[src/rtl/alu_pkg.sv]
// ============================================================================
// alu_pkg -- shared ALU types: multiplier FSM states and result-mux op codes
// Revision: 1.0
// ============================================================================
`default_nettype none

package alu_pkg;

    typedef enum logic [1:0] {
        IDLE = 2'd0,
        BUSY = 2'd1,
        DONE = 2'd2
    } mult_state_t;

    // Select codes for the 8:1 ALU result mux; the multiplier feeds the last two.
    localparam logic [2:0] ALU_OP_ADD   = 3'd0;
    localparam logic [2:0] ALU_OP_SUB   = 3'd1;
    localparam logic [2:0] ALU_OP_AND   = 3'd2;
    localparam logic [2:0] ALU_OP_OR    = 3'd3;
    localparam logic [2:0] ALU_OP_XOR   = 3'd4;
    localparam logic [2:0] ALU_OP_SHIFT = 3'd5;
    localparam logic [2:0] ALU_OP_MULLO = 3'd6;
    localparam logic [2:0] ALU_OP_MULHI = 3'd7;

endpackage

`default_nettype wire

[src/rtl/adder_32bit.sv]
// ============================================================================
// adder_32bit -- WIDTH-bit adder with carry-out (WIDTH+1-bit sum)
// Revision: 1.0
// ============================================================================
`default_nettype none

module adder_32bit #(
    parameter int WIDTH = 32
) (
    input  logic [WIDTH-1:0] a,
    input  logic [WIDTH-1:0] b,
    output logic [WIDTH:0]   sum
);

    assign sum = {1'b0, a} + {1'b0, b};

endmodule

`default_nettype wire

[src/rtl/mult32_seq.sv]
// ============================================================================
// mult32_seq -- sequential shift-add multiplier, one bit per cycle.
// Optional signed mode enabled by macro MULT_SIGNED_EN.
// Revision: 1.0
// ============================================================================
`default_nettype none

module mult32_seq
    import alu_pkg::*;
#(
    parameter int WIDTH = 32
) (
    input  logic             clk,
    input  logic             rst_n,
    input  logic             start,
    input  logic [WIDTH-1:0] ain,
    input  logic [WIDTH-1:0] bin,
`ifdef MULT_SIGNED_EN
    input  logic             signed_op,
`endif
    output logic             busy,
    output logic             done,
    output logic [WIDTH-1:0] hi,
    output logic [WIDTH-1:0] lo
);

    localparam int CNT_W = (WIDTH > 1) ? $clog2(WIDTH) : 1;
    localparam logic [CNT_W-1:0] LAST_CNT = CNT_W'(WIDTH - 1);

    mult_state_t state, state_next;

    logic [WIDTH-1:0]   mcand;
    logic [WIDTH-1:0]   upper;
    logic [WIDTH-1:0]   lower;
    logic [CNT_W-1:0]   cnt;
    logic [WIDTH-1:0]   addend;
    logic [WIDTH:0]     sum;
    logic [2*WIDTH-1:0] step_product;
    logic [2*WIDTH-1:0] final_product;
    logic [WIDTH-1:0]   a_load;
    logic [WIDTH-1:0]   b_load;
    logic               accept;
    logic               last_step;

    assign accept    = start && (state != BUSY);
    assign last_step = (cnt == LAST_CNT);

    assign addend = lower[0] ? mcand : '0;

    adder_32bit #(
        .WIDTH (WIDTH)
    ) u_adder (
        .a   (upper),
        .b   (addend),
        .sum (sum)
    );

    // {carry, upper, lower} shifted right by one after the conditional add
    assign step_product = {sum, lower[WIDTH-1:1]};

`ifdef MULT_SIGNED_EN
    logic neg;
    logic neg_load;

    // Multiply magnitudes; the sign is reapplied on the last step so latency is unchanged.
    assign a_load        = (signed_op && ain[WIDTH-1]) ? -ain : ain;
    assign b_load        = (signed_op && bin[WIDTH-1]) ? -bin : bin;
    assign neg_load      = signed_op && (ain[WIDTH-1] ^ bin[WIDTH-1]);
    assign final_product = neg ? -step_product : step_product;

    always_ff @(posedge clk) begin
        if (!rst_n) begin
            neg <= 1'b0;
        end else if (accept) begin
            neg <= neg_load;
        end
    end
`else
    assign a_load        = ain;
    assign b_load        = bin;
    assign final_product = step_product;
`endif

    always_ff @(posedge clk) begin
        if (!rst_n) begin
            state <= IDLE;
        end else begin
            state <= state_next;
        end
    end

    always_comb begin
        state_next = state;
        case (state)
            IDLE:    if (start) state_next = BUSY;
            BUSY:    if (last_step) state_next = DONE;
            DONE:    state_next = start ? BUSY : IDLE;
            default: state_next = IDLE;
        endcase
    end

    always_ff @(posedge clk) begin
        if (!rst_n) begin
            mcand <= '0;
            upper <= '0;
            lower <= '0;
            cnt   <= '0;
        end else if (accept) begin
            mcand <= a_load;
            upper <= '0;
            lower <= b_load;
            cnt   <= '0;
        end else if (state == BUSY) begin
            cnt <= cnt + CNT_W'(1);
            if (last_step) begin
                {upper, lower} <= final_product;
            end else begin
                {upper, lower} <= step_product;
            end
        end
    end

    assign busy = (state == BUSY);
    assign done = (state == DONE);
    assign hi   = upper;
    assign lo   = lower;

endmodule

`default_nettype wire

[config.mk]
export PLATFORM = sky130hd
export DESIGN_NAME = mult32_seq
export DESIGN_NICKNAME = d
export VERILOG_FILES = /design/src/rtl/alu_pkg.sv /design/src/rtl/adder_32bit.sv /design/src/rtl/mult32_seq.sv
export SDC_FILE = /design/constraint.sdc
export NUM_CORES = 1
export LEC_CHECK = 0
export BUFFER_PORTS_ARGS = -buffer_cell sky130_fd_sc_hd__clkbuf_2
export CORE_UTILIZATION = 37
export CTS_CLUSTER_DIAMETER = 200
export CTS_CLUSTER_SIZE = 14
export DETAILED_ROUTE_END_ITERATION = 7
export MAX_ROUTING_LAYER = met4
export PLACE_DENSITY = 0.55
export SLEW_MARGIN = 5
export SYNTH_ARGS = -nofsm -noshare
export SYNTH_HDL_FRONTEND = slang
export SYNTH_HIERARCHICAL = 1
export SYNTH_SLANG_ARGS = --single-unit
export TNS_END_PERCENT = 5
[constraint.sdc]
create_clock -name clk -period 3.25 [get_ports clk]
set_clock_uncertainty 0.15 [all_clocks]
set_input_delay 0.1625 -clock clk [delete_from_list [all_inputs] [get_ports clk]]
set_output_delay 0.1625 -clock clk [all_outputs]
set_load 0.05 [all_outputs]
==> results, run 1 <==
- The number of antenna violations at the first check in global routing was 0.
- The overall track demand over capacity in global routing is 21.7%.
- The biggest area consumer among synthesized cells is dfxtp_1.
- The via count of the first global-routing pass is 5880.
- The post-placement cell count is 1079.
- STA classifies the critical path startpoint as a flop.
- The number of antenna cells inserted is 0.
- The finished cells cover 0.00790 sq mm.
- The number of hold buffers added after CTS is 55.
- In the synthesized netlist, the number of instances is 768.
- The final-report max-slew violation count came to 0.
- The first-pass GRT wire length is 29700 um.
- The total half-perimeter wirelength after legalization and detailed placement is 12500 um.
- The hold violation count in the final report is 0.
- The flow ran to the end, and the final reports show no timing, DRC or antenna violations.
- The worst slew slack as a fraction of its limit is 40.1%.
- Entering global routing, the biggest net connects 65 pins.
- The critical path goes through buf_12 > and2_1 > ha_1 > a21o_1 > or2_0 > or3_1 > o32ai_2 > o41ai_1 > xor2_1 > nand2_1 > a21oi_1.
- For the worst setup path, the data required time is 3330 ps.
- Using the TritonRoute via totals, the vias-per-cell ratio works out to 5.26.
- The DRC violation total after the first TritonRoute iteration is 427.
- The detail-routed net length per standard cell is 15.9 um.
- The maximum fanout encountered on the critical timing path is 33.
- The clock period could shrink to 3010 ps.
- The buffers inserted during post-CTS setup optimization is 0.
- Setup repair after global routing left no endpoint under its margin.
- After detailed routing, the total wire length is 18300 um.
- The H-tree was split into 3 levels.
- At the later pin of the worst-skew pair, clock insertion delay measures 360 ps.
- For the worst setup path, the data arrival time is 3090 ps.
- Pin placement for this block handled 133 I/O pins.
- The number of different library cells in the post-synthesis netlist is 57.
- The clock tree from TritonCTS is done.
- Sorting the synthesized cells by area gives the leading types as dfxtp_1, nand2_1, ha_1.
- For this design, the sink count on the clock tree is 103.
- After layout, the worst path uses 92.7% of the clock period.
- The synthesized area per cell is 8.20 sq um.
- Counting along the longest clock path gives a buffer depth of 2.
- The number of standard cells in the final layout excluding fillers is 1150.
- The post-route worst setup slack is 238 ps.
- For the pin with the worst max-slew slack, the measured transition is 899 ps.
- The final layout contains 1027 nets.
- The min-delay analysis places its worst path in the category input pin to flop.
- The clock slew seen by the registers of the worst setup and hold paths is 70 ps.
- For this design the ratio of total power to cell area is 386 mW/mm^2.
- After clock tree synthesis, the repair step resized 0 gates.
- The number of routed nets with antenna violations is 0.
- The number of synthesized flops with an enable pin is 0.
- The peak supply drop is 0.000256 V.
- The static leakage is 3.82 nW.
- Before antenna repair, the detailed router went through 5 iterations.
- After synthesis the netlist holds a flip-flop and latch count of 103.
- Setup violations remaining at the end of the flow were counted as 0.
- The die span in y is 132 um.
- The area of the die is 0.0175 sq mm.
- After synthesis, the share of flip-flops with an asynchronous set or reset is 0%.
- The floorplan has 47 rows.
- Clock tree synthesis selected as its root buffer the cell clkbuf_16.
- OpenSTA, run right after detailed placement, puts the worst setup slack at 268 ps.
- In the layout the commonest cells are clkbuf_2, nand2_1, dfxtp_1.
- After detailed routing, the number of remaining DRC violations is 0.
- The standard cell with the maximum stage delay on the critical path is o32ai_2.
- The total number of vias is 6053.
- The category of the worst setup path capture point is a flop.
- Across the run, the number of max-cap violations was 0.
- For this run the aggregate overflow at the end of global routing stands at 0.
- The number of port buffers is 132.
- The category of the most critical setup path is flop to flop.
- The last weighted congestion value of the routability-driven placer is 0.892.
- The fraction of final layout cells sized beyond drive strength 1 is 18.8%.
- The most used flip-flop cell after synthesis is dfxtp_1.
- The maximum single-stage delay on the critical path is 400 ps.
- In this run the biggest area consumer among cell types represents 32.7% of the synthesized area.
- The number of clock buffers inserted by TritonCTS is 9.
- After routing, the total negative slack on setup checks comes to 0 ps.
- Final hold analysis gives a worst-case slack of 15.0 ps.
- Synthesis produced a netlist with a net count of 870.
- Yosys printed 6 warnings.
- Summing internal, switching and leakage power gives 3.05 mW.
- For this run, the top clock speed supported by timing is 0.332 GHz.
- The post-place instance area is 0.00706 sq mm.
- The die width is 132 um.
- Cells fill 47.7% of the core in the end.
- The synthesized netlist occupies a cell area of 0.00630 sq mm.
- The sequential fraction of the synthesis area is 32.7%.
- The initial utilization of the core area, before any placement, comes to 38.0%.
- The core region area is 0.0166 sq mm.
- The leading cell type in the layout, fill and taps excluded is clkbuf_2.
- The synthesis-to-layout area growth is 25.5%.
==> cell type report <==
class                           instances  area [sq um]
Clock buffer                           10           239
Sequential cell                       103          2060
Inverter                               10          40.0
Fill cell                            1687          8680
Clock inverter                          6          50.0
Tap cell                              220           275
Multi-Input combinational cell        601          3920
Timing Repair Buffer                  200          1320
==> routing by layer <==
| layer | GRT usage, % | vias to the layer above | wire length (um) |
|---|---|---|---|
| li1 | - | 3065 | - |
| met1 | 27.3 | 2778 | 8790 |
| met2 | 34.4 | 185 | 8200 |
| met3 | 4.83 | 25 | 937 |
| met4 | 6.70 | 0 | 386 |
| met5 | - | - | 0 |
==> synth_stat cells, types with 3 or more instances <==
library cell / instances
a211oi_1: 8
a21boi_0: 27
a21boi_1: 6
a21o_1: 13
a21oi_1: 73
a31oi_1: 4
and2_1: 35
and3_1: 7
buf_2: 20
buf_4: 10
buf_6: 3
clkbuf_1: 21
dfxtp_1: 103
ha_1: 34
inv_1: 9
mux2i_1: 34
nand2_1: 121
nand2b_1: 3
nand3_1: 47
nor2_1: 21
nor3_1: 6
o211a_1: 33
o211ai_1: 5
o21a_1: 5
o21ai_0: 46
o21bai_1: 3
o31ai_1: 3
or2_2: 3
xnor2_1: 17
xor2_1: 12
==> flip-flops by register name (all words and copies together), names as in the netlist <==
| signal | count |
|---|---|
| state | 2 |
| lo | 32 |
| mcand | 32 |
| cnt | 5 |
| hi | 32 |
==> path summary, 6_finish.rpt <==
kind / start / endpoint / slack (ps) / cells past startpoint
max: lo[0] / hi[28] / 240 / 11
min: bin[22] / lo[22] / 20 / 4
max reg2reg: lo[0] / hi[28] / 240 / 11
min reg2reg: cnt[4] / cnt[4] / 310 / 2
==> worst max-delay path: cells and delay by family (launching register included) <==
family                   cells  cell delay [ps]
AO/OA/AOI/OAI                4              850
AND/OR/NAND/NOR              4              850
adder cells (fa/ha/maj)      1              370
flip-flops                   1              340
buffers and inverters        1              160
XOR/XNOR                     1              150
==> logic make-up (layout without fill, tap and decap cells) <==
group                      after synthesis  count (layout)  share of synthesized area (%)
adders and majority gates               35              35                           7.07
DFF                                    103             103                           32.7
buffers and inverters                   64             226                           5.21
and+or+nand+nor                        258             258                           19.2
AOI/OAI and AO/OA                      245             245                           26.4
muxes                                   34              34                           5.40
xor gates and xnor gates                29              29                           4.03
==> where the power goes <==
part	switching (mW)	internal, mW	leakage, nW
sequential	0.0497	1.33	0.843
clock	0.525	0.552	0.141
combinational	0.379	0.213	2.84
Note: power is estimated with default switching activity, not from simulation.
==> run 2: changes to the inputs <==
--- a/config.mk
+++ b/config.mk
@@ -5,13 +5,15 @@
 export SDC_FILE = /design/constraint.sdc
 export NUM_CORES = 1
 export LEC_CHECK = 0
+export ABC_AREA = 1
 export BUFFER_PORTS_ARGS = -buffer_cell sky130_fd_sc_hd__clkbuf_2
 export CORE_UTILIZATION = 37
 export CTS_CLUSTER_DIAMETER = 200
 export CTS_CLUSTER_SIZE = 14
 export DETAILED_ROUTE_END_ITERATION = 7
 export MAX_ROUTING_LAYER = met4
-export PLACE_DENSITY = 0.55
+export PLACE_DENSITY = 0.54
+export RECOVER_POWER = 50
 export SLEW_MARGIN = 5
 export SYNTH_ARGS = -nofsm -noshare
 export SYNTH_HDL_FRONTEND = slang
==> run 2 against run 1 <==
The flow now finishes with violations (capacitance limit, slew limit). Area after synthesis rose by 7.9%. Count of clock-buffer cells in the layout increased by 1. Critical path depth fell by 4. Global-route usage up 1.5 points. Clock power rose by 8%. Hold slack improved by 280 ps. Utilization fell by 0.70 points. Total power rose by 0.46%.
==> results, run 2 <==
- The path class of the tightest hold or removal check is input pin to flop.
- The async set-reset flop share out of synthesis is 0% (unchanged).
- The total power density per cell area is 363 mW/mm^2 (-5.9%).
- The area of the die is 0.0189 sq mm (+7.8%).
- The area share of the leading cell type in the synthesized netlist is 30.3% (-2.4 points).
- The largest net degree at the start of global routing came to 103 (+58%).
- Setup repair after global routing left no endpoint under its margin.
- The final-report max-slew violation count is 103 (+103).
- The total number of vias came to 7130 (+18%).
- The die width came to 138 um (+3.8%).
- The worst hold path terminates at lo[10].
- The cell area after synthesis was 0.00679 sq mm (+7.9%).
- The number of core rows was 49 (+4.3%).
- The met2 track utilization from global routing is 35.6% (+1.2 points).
- The deepest level of the CTS H-tree is 3 (unchanged).
- The first-pass GRT wire length is 33100 um (+11%).
- The hold violation count in the final report is 0 (unchanged).
- The number of antenna violations at the first check in global routing is 0 (unchanged).
- The static leakage came to 4.70 nW (+23%).
- The number of antenna cells inserted was 0 (unchanged).
- The run finished, with violations left.
- The final-layout setup total negative slack is 0 ps (unchanged).
- The library cells used most frequently in the layout, excluding fill and tap cells, are nand2_1, inv_1, nand3_1.
- The detail-routed net length per standard cell is 13.2 um (-17%).
- The peak supply drop came to 0.000276 V (+7.8%).
- The met1 layer usage reported by global route is 31.1% (+3.8 points).
- The number of standard cells after synthesis came to 1140 (+48%).
- The arrival time of data at the critical path endpoint was 2970 ps (-120 ps).
- The number of I/O pins came to 133 (unchanged).
- The count of final setup violators is 0 (unchanged).
- The final period utilization is 86.4% (-6.3 points).
- The clock slew seen by the registers of the worst setup and hold paths is 80 ps (about the same).
- Ranked by instance count, the synthesized netlist is headed by nand2_1, inv_1, nand3_1.
- The maximum fanout encountered on the critical timing path is 102 (+210%).
- CTS placed an instance of clkbuf_16 at the clock tree root.
- The number of buffers on the longest clock path was 2 (unchanged).
- The synthesis-to-layout area growth is 24.1%.
- The launch point of the worst hold path is rst_n.
- The startpoint of the lowest-slack register-to-register path is state[1].
- The total half-perimeter wirelength after legalization and detailed placement is 14600 um (+17%).
- The overall track demand over capacity in global routing came to 23.2% (+1.5 points).
- The routed wire length is 20400 um (+12%).
- The fraction of final layout cells sized beyond drive strength 1 came to 8.97% (-9.8 points).
- The sink count of the clock tree is 103 (unchanged).
- The tightest hold margin is 292 ps (+277 ps).
- The worst slack at placement is 543 ps (+275 ps).
- The number of cells on the worst reg-to-reg path came to 7 (-4).
- The number of clock buffers inserted by TritonCTS is 9 (unchanged).
- The number of detailed-routing iterations run before antenna repair was 5 (unchanged).
- The transition time at the pin with the least slew margin came to 2140 ps (+1240 ps).
- After synthesis, the cell types taking the most area are dfxtp_1, nand2_1, inv_1.
- The number of nets in the finished design is 1412 (+37%).
- The via count of the first global-routing pass is 6658 (+13%).
- The synthesized flop and latch total is 103 (unchanged).
- The number of remaining DRC errors is 0 (unchanged).
- The end of the worst register-to-register path is lo[11].
- The clock latency of the later-clocked register in the worst-skew pair was 360 ps (about the same).
- The highest attainable clock frequency is 0.356 GHz (+7.2%).
- The core region area is 0.0180 sq mm (+8.3%).
- The max capacitance violation total is 1 (+1).
- The post-route worst setup slack came to 442 ps (+203 ps).
- In the post-synthesis netlist, the cell with the most instances is nand2_1.
- The number of routed nets with antenna violations is 0 (unchanged).
- The number of different library cells in the post-synthesis netlist is 29 (-49%).
- The synthesized area per cell came to 5.96 sq um (-27%).
- The post-placement cell count came to 1463 (+36%).
- The count of yosys warnings during synthesis was 6 (unchanged).
- The most used flip-flop cell after synthesis is dfxtp_1.
- The net count after synthesis came to 1242 (+43%).
- The final reports fail on capacitance limit, slew limit.
- The sequential fraction of the synthesis area is 30.3% (-2.4 points).
- TritonCTS built the clock tree.
- The DRC violation total after the first TritonRoute iteration is 476 (+11%).
- The number of synthesized flops with an enable pin is 0 (unchanged).
- The library cell used most frequently in the layout, excluding fill and tap cells, is nand2_1.
- The synthesized design spends more area on one cell type than any other, namely dfxtp_1.
- The number of port buffers is 132 (unchanged).
- The routing usage on met3 was 3.90% (-0.93 points).
- The last weighted congestion value of the routability-driven placer is 0.873 (-2.1%).
- The endpoint required time on the critical path is 3410 ps (+80 ps).
- The number of cells upsized or downsized after cts came to 0 (unchanged).
- The category of the most critical setup path is flop to flop.
- The buffers inserted during post-CTS setup optimization came to 0 (unchanged).
- The overflow left after global routing came to 0 (unchanged).
- The die span in y is 138 um (+3.8%).
- The slack of the worst reg-to-reg path is 440 ps (+200 ps).
- The element type at the critical path start is a flop.
- The number of hold buffers added after CTS is 65 (+18%).
- The number of standard cells in the final layout excluding fillers is 1544 (+34%).
- The detail-routed via count per cell came to 4.62 (-12%).
- The depth of the worst hold-timing path is 4 (unchanged).
- The time the final worst path needs with I/O delays and setup is 2810 ps (-203 ps).
- In this run the most used layer during global routing was met2.
- The initial cell density of the core was 37.8% (-0.15 points).
- The worst slew slack as a fraction of its limit came to -42.8% (-83 points).
- The worst setup path is captured at a flop.
run 2: cell count changes in the layout (fill, tap and decap cells not counted), sizes merged, moves of 34 or more:
cell,delta
mux2i,-34
nand2,+288
inv,+179
nand3,+80
and2,-35
nor2,+89
run 2: worst max path at each step:
| stage | to | from | cells after the start | slack [ps] |
|---|---|---|---|---|
| 6_report | lo[11] | state[1] | 7 | 440 |
| 5_1_grt | lo[11] | state[1] | 7 | 130 |
| 4_1_cts | hi[27] | lo[0] | 13 | 530 |
| 3_5_place_dp | hi[29] | lo[0] | 14 | 540 |
| 3_3_place_gp | hi[23] | lo[0] | 14 | 580 |
| 2_1_floorplan | hi[27] | lo[0] | 18 | 540 |
run 2: area by class of cell:
cell class              instances  area [sq um]
fillers                      2016          9530
well taps                     229           287
repair buffers                204          1280
clock inverters                 5          65.1
inverters                     190           713
flip-flops and latches        103          2060
multi-input cells             802          3790
clock buffers                  11           243
run 2: per-stage QoR:
step,power (mW),utilization (%),cell area [sq um]
floorplan,1.74,-,6790
global placement,1.87,42.1,7570
detailed placement,1.87,42.1,7570
CTS,3.10,47.5,8520
global route,3.21,47.0,8430
finish,3.06,47.0,8430
run 2: layer usage:
layer | part of all wire, % | vias to the layer above
met5 | 0 | -
met4 | 1.9 | 0
met3 | 5.0 | 29
met2 | 44 | 171
met1 | 49 | 3102
li1 | - | 3828
run 2: cells by family (layout without fill, tap and decap cells):
logic type	after synthesis	in the layout	synth area share, %
AO/OA/AOI/OAI	93	93	6.92
XOR/XNOR	16	16	2.06
adder cells (fa/ha/maj)	35	35	6.56
buffers and inverters	235	410	13.9
flip-flops	103	103	30.3
AND/OR/NAND/NOR	658	658	40.2
run 2: worst max-delay path, cell delays in order, from the launching register on:
cell	delay, ps
dfxtp_1	390
inv_2	70
nand2_4	50
clkbuf_2	1520
nand3_1	200
nand3_1	210
nand2_1	70
inv_1	70
run 2: where the power goes:
group	leakage (nW)	internal [mW]	switching, mW
clock	0.150	0.630	0.537
combinational	3.71	0.177	0.346
sequential	0.843	1.33	0.0465
total	4.70	2.13	0.929
